`config.mk`:
```
export PLATFORM = sky130hd
export DESIGN_NAME = serial_subtractor
export DESIGN_NICKNAME = d
export VERILOG_FILES = /design/src/rtl/serial_sub_pkg.sv /design/src/rtl/serial_fs_cell.sv /design/src/rtl/serial_subtractor.sv
export SDC_FILE = /design/constraint.sdc
export NUM_CORES = 1
export LEC_CHECK = 0
export CORE_ASPECT_RATIO = 1.25
export CORE_UTILIZATION = 50
export DETAILED_ROUTE_END_ITERATION = 6
export HOLD_SLACK_MARGIN = 0.02
export PLACE_DENSITY_LB_ADDON = 0.25
export SLEW_MARGIN = 20
export SYNTH_ARGS = -nofsm -noshare
export SYNTH_HDL_FRONTEND = slang
export SYNTH_SLANG_ARGS = --single-unit
```
`constraint.sdc`:
```
create_clock -name clk -period 1.5 [get_ports clk]
set_input_delay 0.225 -clock clk [delete_from_list [all_inputs] [get_ports clk]]
set_output_delay 0.225 -clock clk [all_outputs]
set_load 0.005 [all_outputs]
```
`src/rtl/serial_sub_pkg.sv`:
```
// Shared constants for the bit-serial subtractor.
// State encoding and the legal WIDTH range live here.
package serial_sub_pkg;

  localparam logic [1:0] ST_IDLE  = 2'd0;
  localparam logic [1:0] ST_SHIFT = 2'd1;
  localparam logic [1:0] ST_DONE  = 2'd2;

  localparam int unsigned WIDTH_MIN = 1;
  localparam int unsigned WIDTH_MAX = 32;

  function automatic bit width_legal(
    input int unsigned w
  );
    return (w >= WIDTH_MIN) && (w <= WIDTH_MAX);
  endfunction

endpackage

```
`src/rtl/serial_fs_cell.sv`:
```
// One-bit combinational full subtractor: x - y - br.
// Produces the difference bit and the outgoing borrow.
module serial_fs_cell (
  input  logic x,
  input  logic y,
  input  logic br,
  output logic d,
  output logic br_next
);

  assign d       = x ^ y ^ br;
  assign br_next = (~x & y) | (~x & br) | (y & br);

endmodule

```
`src/rtl/serial_subtractor.sv`:
```
// Bit-serial A - B - Bin, LSB first, one cell plus shift registers.
// Define SERIAL_SUB_OVF_EN to add the signed-overflow output ovf.
module serial_subtractor
  import serial_sub_pkg::*;
#(
  parameter int WIDTH = 8
) (
  input  logic             clk,
  input  logic             rst_n,
  input  logic             in_valid,
  output logic             in_ready,
  input  logic [WIDTH-1:0] a,
  input  logic [WIDTH-1:0] b,
  input  logic             bin,
  output logic             out_valid,
  input  logic             out_ready,
  output logic [WIDTH-1:0] diff,
  output logic             bout
`ifdef SERIAL_SUB_OVF_EN
  ,
  output logic             ovf
`endif
);

  localparam int CW = $clog2(WIDTH) + 1;
  localparam logic [CW-1:0] LAST = CW'(WIDTH - 1);

  generate
    if (!width_legal(WIDTH)) begin : g_bad_width
      $error("serial_subtractor: WIDTH out of range");
    end
  endgenerate

  logic [1:0]       state_q, state_d;
  logic [CW-1:0]    cnt_q, cnt_d;
  logic [WIDTH-1:0] a_sr_q, a_sr_d;
  logic [WIDTH-1:0] b_sr_q, b_sr_d;
  logic [WIDTH-1:0] diff_sr_q, diff_sr_d;
  logic             br_q, br_d;
  logic             bout_q, bout_d;
  logic             cell_d, cell_br;
`ifdef SERIAL_SUB_OVF_EN
  logic             ovf_q, ovf_d;
`endif

  serial_fs_cell u_cell (
    .x       (a_sr_q[0]),
    .y       (b_sr_q[0]),
    .br      (br_q),
    .d       (cell_d),
    .br_next (cell_br)
  );

  always_comb begin
    state_d   = state_q;
    cnt_d     = cnt_q;
    a_sr_d    = a_sr_q;
    b_sr_d    = b_sr_q;
    diff_sr_d = diff_sr_q;
    br_d      = br_q;
    bout_d    = bout_q;
`ifdef SERIAL_SUB_OVF_EN
    ovf_d     = ovf_q;
`endif
    unique case (1'b1)
      (state_q == ST_IDLE): begin
        if (in_valid) begin
          state_d = ST_SHIFT;
          a_sr_d  = a;
          b_sr_d  = b;
          br_d    = bin;
          cnt_d   = '0;
        end
      end
      (state_q == ST_SHIFT): begin
        diff_sr_d = diff_sr_q >> 1;
        diff_sr_d[WIDTH-1] = cell_d;
        a_sr_d = a_sr_q >> 1;
        b_sr_d = b_sr_q >> 1;
        br_d   = cell_br;
        cnt_d  = cnt_q + 1'b1;
        if (cnt_q == LAST) begin
          state_d = ST_DONE;
          bout_d  = cell_br;
`ifdef SERIAL_SUB_OVF_EN
          // On the last bit the LSBs hold the operand MSBs.
          ovf_d = (a_sr_q[0] != b_sr_q[0]) &&
                  (cell_d != a_sr_q[0]);
`endif
        end
      end
      (state_q == ST_DONE): begin
        if (out_ready) state_d = ST_IDLE;
      end
      default: state_d = ST_IDLE;
    endcase
  end

  always_ff @(posedge clk or negedge rst_n) begin
    if (!rst_n) begin
      state_q   <= ST_IDLE;
      cnt_q     <= '0;
      a_sr_q    <= '0;
      b_sr_q    <= '0;
      diff_sr_q <= '0;
      br_q      <= 1'b0;
      bout_q    <= 1'b0;
    end else begin
      state_q   <= state_d;
      cnt_q     <= cnt_d;
      a_sr_q    <= a_sr_d;
      b_sr_q    <= b_sr_d;
      diff_sr_q <= diff_sr_d;
      br_q      <= br_d;
      bout_q    <= bout_d;
    end
  end

`ifdef SERIAL_SUB_OVF_EN
  always_ff @(posedge clk or negedge rst_n) begin
    if (!rst_n) ovf_q <= 1'b0;
    else        ovf_q <= ovf_d;
  end

  assign ovf = ovf_q;
`endif

  assign in_ready  = (state_q == ST_IDLE);
  assign out_valid = (state_q == ST_DONE);
  assign diff      = diff_sr_q;
  assign bout      = bout_q;

endmodule

```
==> impl_metrics.csv <==
group,metric,value,unit
layout,area_growth,31.5,%
die,num_io_pins,32,
synthesis,synth_adder_area_share,0.0214,
sta,finalSetupViolations,0,
sta,tightest_slew,0.404,ns
synthesis,yosys.area_share.simple,0.161,
sta,maxSlewViolCount,0,
synthesis,ys_types,28,
synthesis,synth_top_family_by_area,"compound AO/OA/AOI/OAI gates",
drt,drt_iter0_markers,48,
drt,first_pass_iters,4,
sta,skew,0.0118,ns
synthesis,syn_nets,174,
worst_setup_path,r2r_cells,7,
run,drv_cap,0,
die,die-area,3270,um2
clocking,cts_max_level,2,
layout,fin_area,2000,um2
synthesis,synth_area_leaders,"dfrtp_1 53%, a22oi_1 7.4%, nand2_1 5.9%, a21oi_1 4.9%, nor2b_1 4.1%",
sta,rsz0062_at_grt,"true",
placement,placed_cell_area,1890,um2
synthesis,synth_compound_area_frac,0.224,
placement,gp_congestion,0.771,
layout,final_common_cell,"dfrtp_1",
drt,ant_nets,0,
clocking,hold_buffers,0,
pwr,p_total,3.58,mW
drt,num_vias,1266,
sta,maxSlewHeadroom,0.730,
synthesis,synth_top_area_frac,0.527,
sta,min_period,1.48,ns
global_routing,grt_pass1_vias,1281,
die,row_count,22,
placement,dp_hpwl,2290,um
global_routing,grt_usage,0.235,
worst_setup_path,crit_arrival,1.26,ns
synthesis,synth_ff_type,"dfrtp_1",
synthesis,yosysWarnings,0,
die,die_y,63.7,um
pwr,p_leak,0.941,nW
status,status,"complete, no violations",
worst_setup_path,crit_path_end_kind,"output pin",
worst_setup_path,critPathRequiredTime,1.27,ns
drt,routed_wl,3360,um
min_path,hold_class,"in -> async",
clocking,clockBufferDepth,2,
pwr,power_density,1790,nW/um2
synthesis,synth_seq_area_share,0.527,
worst_setup_path,startpoint_type,"flip-flop",
worst_setup_path,worst-path-max-fanout,3,
worst_setup_path,r2r-start,"state_q[0]",
synthesis,synth_area,1520,um2
global_routing,grt_max_degree,33,
pwr,ir_worst_vdd,0.00102,V
global_routing,grt_overflow,0,
drt,vias_per_cell,5.55,
worst_setup_path,cp-startpoint,"state_q[0]",
synthesis,muxShareOfSynthArea,0.0173,
synthesis,synth-edff-count,0,
worst_setup_path,path_class,"reg -> out",
synthesis,synth_area_leader_cell,"dfrtp_1",
placement,io_buffers,31,
layout,num_antenna_cells,0,
layout,layout.nets,215,
clocking,cts_tree,"built",
sta,final-hold-violation-count,0,
sta,period_share,0.987,
die,die_x,51.3,um
global_routing,antenna_found_initial,0,
drt,wl_per_cell,14.7,um
clocking,cts_sinks,32,
sta,fmax,0.675,GHz
synthesis,postSynthAreaPerCell,10.1,um2
clocking,clk_latency,0.34,ns
layout,mostFrequentLayoutCells,"32 x dfrtp_1, 27 x clkdlybuf4s50_1, 24 x nand2_1",
clocking,clk_pin_slew,0.10,ns
drt,drc,0,
global_routing,grt_first_pass_wirelength,5550,um
synthesis,yosys.area_share.xor_xnor,0,
clocking,root_buffer,"clkbuf_4",
die,core_area,2920,um2
synthesis,synthArstFlopShare,1.00,
layout,final_layout_size_suffix_gt1_frac,0.141,
synthesis,synth_cells,151,
layout,n_fill_cell,247,
sta,finalSetupTns,0,ns
synthesis,ys_ff_latch,32,
clocking,numCtsBuffers,5,
die,start_util,0.521,
==> what timing repair did <==
item | CTS | global route
pin swaps | 1 | 0
setup endpoints to repair | 2 | 15
resized for setup | 4 | 5
setup buffers | 3 | 1
==> synth_stat cells (all sizes together), types with 2 or more instances <==
master,instances
a22o,2
dfrtp,32
buf,8
nor2,2
inv,2
a32o,2
clkbuf,2
nand2b,2
nand2,25
nor2b,10
and2b,6
mux2,2
a22oi,15
a21oi,15
o21ai,18
nand3,2
==> cell type report <==
| class | count | area (um2) | area share |
|---|---|---|---|
| clock buffer | 7 | 65.1 | 0.0325 |
| inverter | 2 | 7.51 | 0.00375 |
| multi-input combinational | 107 | 657 | 0.329 |
| sequential | 32 | 801 | 0.401 |
| tap | 36 | 45.0 | 0.0225 |
| timing repair buffer | 44 | 424 | 0.212 |
==> power by group <==
| part | internal (mW) | leakage (nW) | switching [mW] |
|---|---|---|---|
| Sequential | 1.22 | 0.411 | 0.284 |
| Clock | 0.265 | 0.0374 | 0.292 |
| Combinational | 0.821 | 0.493 | 0.697 |
==> per-layer routing <==
layer  GRT usage  part of all wire  up-vias
li1            -                 -      609
met1       0.279              0.43      607
met2       0.380              0.51       42
met3      0.0749             0.049        8
met4       0.108             0.013        0
met5           0                 0        -
==> worst max-delay path: stages, from the launching register on <==
cell	delay, ns
dfrtp_1	0.41
buf_4	0.16
nor2_2	0.12
clkdlybuf4s15_1	0.22
==> state kept, by name, summed over array words and instances (netlist names) <==
name	flops
a_sr_q	8
b_sr_q	8
bout	1
br_q	1
cnt_q	4
diff	8
state_q	2
==> final timing paths <==
| kind | endpoint | slack [ns] |
|---|---|---|
| max | in_ready | 0.02 |
| min | cnt_q[2] | 0.26 |
| max reg2reg | cnt_q[3] | 0.06 |
| min reg2reg | diff[1] | 0.49 |
| max in group asynchronous | diff[5] | 0.93 |
| min in group clk | state_q[1] | 0.45 |
==> metrics by stage <==
stage          hold WS [ns]  std cells  setup slack [ns]   util
2_1_floorplan       -0.0706        151             0.238      -
3_3_place_gp          0.458        217            0.0739  0.647
3_5_place_dp          0.485        217            0.0477  0.647
4_1_cts               0.269        227            0.0119  0.680
5_1_grt               0.301        228           -0.0167  0.685
6_report              0.263        228            0.0193  0.685
==> cells by family (layout without fill, tap and decap cells) <==
logic type / after synthesis / count (layout)
compound gates: 55 / 55
mux: 2 / 2
buf+inv: 12 / 53
fa+ha+maj: 2 / 2
flops: 32 / 32
simple gates: 48 / 48
Note: power is estimated with default switching activity, not from simulation.
